`src/rtl/fetch_ctrl.sv`:
```
// Instruction-fetch sequencer: owns the fetch PC, keeps one imem request in
// flight, hands instructions to decode and squashes responses made stale by redirects.
module fetch_ctrl #(
  parameter int XLEN = 32,
  parameter logic [XLEN-1:0] RESET_PC = '0
) (
  input  logic            clk,
  input  logic            reset,
  input  logic            redirect,
  input  logic [XLEN-1:0] redirect_pc,
  input  logic            stall,
  output logic            imem_req_valid,
  output logic [XLEN-1:0] imem_req_addr,
  input  logic            imem_req_ready,
  input  logic            imem_rsp_valid,
  input  logic [31:0]     imem_rsp_data,
  output logic            instr_valid,
  output logic [31:0]     instr,
  output logic [XLEN-1:0] instr_pc,
  output logic [XLEN-1:0] pc,
  output logic            misaligned,
  output logic [2:0]      state_dbg
);

  typedef enum logic [2:0] {
    IDLE = 3'd0,
    REQ  = 3'd1,
    WAIT = 3'd2,
    DROP = 3'd3,
    HOLD = 3'd4
  } state_t;

  state_t state;

  // Redirect targets are forced word aligned; the low bits only feed misaligned.
  logic [XLEN-1:0] target;
  assign target = {redirect_pc[XLEN-1:2], 2'b00};

  assign imem_req_valid = (state == REQ);
  assign imem_req_addr  = pc;
  assign state_dbg      = state;

  always_ff @(posedge clk or posedge reset) begin
    if (reset) begin
      state       <= IDLE;
      pc          <= RESET_PC;
      instr       <= '0;
      instr_pc    <= '0;
      instr_valid <= 1'b0;
      misaligned  <= 1'b0;
    end else begin
      if (redirect && (redirect_pc[1:0] != 2'b00)) misaligned <= 1'b1;
      case (state)
        IDLE: begin
          if (redirect) pc <= target;
          state <= REQ;
        end
        REQ: begin
          // An accepted request under redirect still owes one response.
          if (redirect) begin
            pc <= target;
            if (imem_req_ready) state <= DROP;
          end else if (imem_req_ready) begin
            state <= WAIT;
          end
        end
        WAIT: begin
          if (redirect) begin
            pc    <= target;
            state <= imem_rsp_valid ? REQ : DROP;
          end else if (imem_rsp_valid) begin
            instr       <= imem_rsp_data;
            instr_pc    <= pc;
            instr_valid <= 1'b1;
            pc          <= pc + XLEN'(4);
            state       <= HOLD;
          end
        end
        DROP: begin
          if (redirect) pc <= target;
          if (imem_rsp_valid) state <= REQ;
        end
        HOLD: begin
          if (redirect) begin
            pc          <= target;
            instr_valid <= 1'b0;
            state       <= REQ;
          end else if (!stall) begin
            instr_valid <= 1'b0;
            state       <= REQ;
          end
        end
        default: state <= IDLE;
      endcase
    end
  end

endmodule

```
`config.mk`:
```
export PLATFORM = sky130hd
export DESIGN_NAME = fetch_ctrl
export DESIGN_NICKNAME = d
export VERILOG_FILES = /design/src/rtl/fetch_ctrl.sv
export SDC_FILE = /design/constraint.sdc
export NUM_CORES = 1
export LEC_CHECK = 0
export ABC_CLOCK_PERIOD_IN_PS = 4490
export CORE_UTILIZATION = 43
export CTS_CLUSTER_SIZE = 30
export DETAILED_ROUTE_END_ITERATION = 10
export GPL_TIMING_DRIVEN = 0
export PLACE_DENSITY = 0.83
export SETUP_SLACK_MARGIN = 0.15
export SLEW_MARGIN = 20
export SYNTH_ARGS = -nofsm -noshare
export SYNTH_HDL_FRONTEND = slang
export SYNTH_SLANG_ARGS = --single-unit
```
`constraint.sdc`:
```
create_clock -name clk -period 4.49 [get_ports clk]
set_clock_uncertainty 0.1 [all_clocks]
set_input_delay 1.1225 -clock clk [delete_from_list [all_inputs] [get_ports clk]]
set_output_delay 1.1225 -clock clk [all_outputs]
set_load 0.005 [all_outputs]
```
Word level (Yosys, flattened, before mapping)
Index checks and enable logic that the tools add are counted.
Word-level totals
  flip-flop bits (word level): 101
  output and inout port bits: 134
  RAM bits: 0
  memories kept: 0
  memory bits (read-only): 0
  bits in latches: 0
  word-level logic and storage cells: 48
  input port bits: 70
Cells by class
  bitwise gates (word level): 1
  divide/modulo/power cells: 0
  add/sub/neg operators: 1
  multiply operators: 0
  reductions and logical operators: 10
  mux-type cells: 19
  order comparisons: 0
  shifts and indexed selects: 0
  equal/unequal tests: 11
Operators with widths (number)
  2-to-1 mux 32 bit: 3
  case mux 32 bit (2 select lines): 1
  adder 32 x 3 -> 32 bit (second input constant): 1
  2-to-1 mux 3 bit: 8
  case mux 3 bit (5 select lines): 1
  AND reduction 4 bit: 2
  == test 3 x 2 -> 1 bit (second input constant): 2
  inequality test 2 bit (second input constant): 3
  inequality test 3 bit (second input constant): 2
  AND reduction 3 bit: 2
  nonzero test 2 bit: 3
  2-to-1 mux 1 bit: 4
  inequality test 2 x 1 -> 1 bit (second input constant): 2
  OR reduction 4 bit: 1
  == test 3 x 1 -> 1 bit (second input constant): 1
  == test 3 bit (second input constant): 1
  zero test 3 bit: 1
  2-to-1 mux 2 bit: 1
  case mux 1 bit (2 select lines): 1
  logical AND 1 bit: 1
  inverter 1 bit: 1

Depth between registers and ports, before layout
  depth in word-level cells: 4
  mapped depth: 9
  gate-level depth less buffers: 6

Worst setup path after synthesis
No wires, ideal clock.
  path type: input to register
  from: input redirect
  to: register pc[9], in the netlist imem_req_addr[9]
  library setup time: 0.137 ns
  data required time: 4.253 ns
  data arrival time: 2.247 ns
  stages: 6
  path slack: 2.006 ns
  path buffers: 2
  cells stage by stage: clkbuf_1 -> nor2_1 -> clkbuf_1 -> nand2_1 -> o32ai_1 -> a21oi_1
Between the ends
  longest elaborated chain between the ends: 2
  elaborated cells between the ends (all ways): 5
  those cells by class: eq/ne (2); mux (2); reduce/logical (1)
Ends and longest elaborated chain
  start, declared: line 9  | input logic redirect,
  inequality test 3 bit (no line) (tied with other cells)
  AND reduction 3 bit (no line) / case mux 32 bit (2 select lines) (equally long branches)
  end signal, assigned: line 55  | if (redirect) pc <= target;
  end signal, assigned: line 61  | pc <= target;
  end signal, assigned: line 69  | pc <= target;
  end, declared: line 20  | output logic [XLEN-1:0] pc,
Several ways; a longest one is shown, not always the timed one.
A chain may end at the register's enable or synchronous reset.

Worst setup path in the final report
  from: input imem_rsp_valid
  to: register pc[13], in the netlist imem_req_addr[13]
Between the ends
  longest elaborated chain between the ends: 2
Ends and longest elaborated chain
  start, declared: line 15  | input logic imem_rsp_valid,
  inequality test 3 bit (no line)
  AND reduction 3 bit (no line)
No other way between the ends.

==> metrics.txt <==
register area share after synthesis=50.46%; class of the most critical setup path=primary input to flip-flop; IO Pins=204; clk_lat worst skew=0.36 ns; row count=38; number of global-route vias before repair=4617; total wire length=14760 um; total die area=11620 um2; PostCTS Resize Cnt=0; post-route DRC violation count=0; overall power=3721 uW; max-cap violations=0; hold worst-path end=instr_pc[26]; Initial Util=44.19%; # clock sinks=97; Unique masters post-synth=54; DP Worst Slack=1.016 ns; Post-Layout Cell Count=915; layout cells sized above 1=10.45%; grt total ovfl=0; Final #Nets=842; post-synth top area share=50.46%; vias post-DR=4834; Crit path largest cell delay=0.64 ns; cell repeated most along the worst path=o21ai_0; Reg clk slew, reported paths=0.09 ns; Crit Path Max Fanout=10; Clock Tree Buf Depth=2; Die X=107.8 um; n_diodes=0; reg2reg end=imem_req_addr[13]; number of setup buffers added after CTS=0; leak pwr=0.003263 uW; area leader, netlist=dfrtp_1; synth warn=0; clk root buf=clkbuf_8; GPL Wtd Cong=0.8437; initial DRC count=316; Worst path top cell family by delay=buffers and inverters; initial antenna violation count=0; worst-path cell chain=clkdlybuf4s50_1 > nand3b_1 > o2bb2ai_1 > clkbuf_1 > o21ai_0 > nand2_1 > o21ai_0; Final Cycle Share=69.76%; R2R depth=7; Setup TNS Final=0 ns; Inst Count DP=900; setup ws final=1.358 ns; Max Clock Freq=319.3 MHz; Post-Syn Instances=558; Final setup viols=0; flop-to-flop setup slack=1.96 ns; vias per cell=5.283; asr flop ratio synth=100.0%; CP Launch Type=primary input; status=complete, no violations; dominant synthesized flop cell=dfrtp_1; DP Area=6999 um2; First-pass DRT Iterations=5; WP buf/inv=2; core box area=10890 um2; EDFF count, synth=0; Detail Route Antenna Nets=0; first-pass GRT wire length=23180 um; Num CTS Buffers=9; critical path arrival=3.25 ns; Power Dens Cells=517.3 nW/um2; Crit-path slowest cell=o2bb2ai_1; Worst Setup SP=imem_rsp_valid; Port-buffer cells=196; Max VDD drop=0.2616 mV; Tot GR Track Use=25.76%; hold path start=instr_pc[26]; Slew @ Worst Pin=0.8397 ns; RSZ-0062 raised after global routing=false; Mapped Area=4811 um2; DR WL/cell=16.13 um; Hold Path Class=flip-flop to flip-flop; CP required=4.61 ns; top post-synthesis cells by area=dfrtp_1, nand2_1, buf_4; Tmin final=3.132 ns; #FFs+latches synth=97; CTS H-tree lvls=3; Layout area overhead=49.52%; worst rel slew slack=43.50%; Design Area, Final=7193 um2; Final Max Tran Viols=0; Levels on crit path=7; Fin. Hold Viols=0; hold path depth=2; Hold Buf Count CTS=0; Die H=107.8 um; syn avg cell area=8.622 um2; kind of end point of the critical path=flip-flop; Worst R2R Start=state_dbg[2]; TritonCTS clock tree=built; largest net degree at the start of global routing=81; HPWL Detailed=10870 um
## Yosys cell counts, types with 4 or more instances
cell       number
a21oi_1        25
a2bb2oi_1       5
and2_1          4
and3_1          9
buf_2          15
buf_4          36
clkbuf_1       17
dfrtp_1        97
nand2_1       204
nand3_1        17
nand4_1         6
nor2_1         28
nor3_1          4
o21a_1          4
o21ai_0        14
o22a_1          9
o22ai_1         7
or3_1           4
## cell families (layout without fill, tap and decap cells)
group | after synthesis | count (layout) | synth area share [%]
AO/OA/AOI/OAI | 91 | 91 | 13.00
flip-flops | 97 | 97 | 50.46
other | 1 | 6 | 0.07795
buffers and inverters | 72 | 284 | 8.842
adder cells (fa/ha/maj) | 1 | 1 | 0.2600
AND/OR/NAND/NOR | 291 | 291 | 26.27
multiplexers | 5 | 5 | 1.092
## layout by cell type, fill, tap and decap left out, types with 10 or more instances in the layout
cell type / synthesis / layout
o21ai_0: 14 / 14
buf_2: 15 / 15
nand2_1: 204 / 204
buf_4: 36 / 36
a21oi_1: 25 / 25
clkbuf_1: 17 / 17
clkdlybuf4s50_1: 0 / 196
clkbuf_8: 0 / 10
dfrtp_1: 97 / 97
nor2_1: 28 / 28
nand3_1: 17 / 17
## worst min-delay path: stages (launching register included)
cell,delay (ns)
dfrtp_1,0.35
nand2_1,0.05
nand2_1,0.06
## layout make-up
cell class                      instances  area (um2)
Timing Repair Buffer                  197        1989
Clock inverter                          5       56.30
Clock buffer                           10       137.6
Multi-Input combinational cell        394        1977
Buffer                                 70       417.9
Inverter                                2       12.51
Fill cell                             906        3695
Sequential cell                        97        2427
Tap cell                              140       175.2
## sequential cells by signal (all words and copies together) (netlist names)
register       flops
instr             32
imem_req_addr     30
instr_pc          30
state_dbg          3
instr_valid        1
misaligned         1
## power breakdown
part,total [uW],switching (uW),internal (uW)
logic,1660,628,1030
clock network,575,306,269
registers,1480,280,1200
total,3720,1210,2510
## stage by stage
stage                     util [%]  hold slack [ns]
after floorplan                  -           0.3590
after global placement       63.99           0.3525
after detailed placement     64.28           0.3610
after CTS                    66.07           0.3842
after global routing         66.07           0.4072
final                        66.07           0.3796
## how the worst max path moves through the flow
| stage | to | slack [ns] |
|---|---|---|
| 2_1_floorplan | imem_req_addr[10] | 0.73 |
| 3_3_place_gp | instr_pc[3] | -0.75 |
| 3_5_place_dp | imem_req_addr[13] | 1.02 |
| 4_1_cts | imem_req_addr[13] | 1.41 |
| 5_1_grt | imem_req_addr[13] | 1.21 |
| 6_report | imem_req_addr[13] | 1.36 |
## layer usage
layer	routed length [um]	global-route usage (%)
met1	5954	32.62
met2	7544	44.28
met3	1001	3.753
met4	262	9.883
met5	0	0
Power figures use the tool's default switching activity.
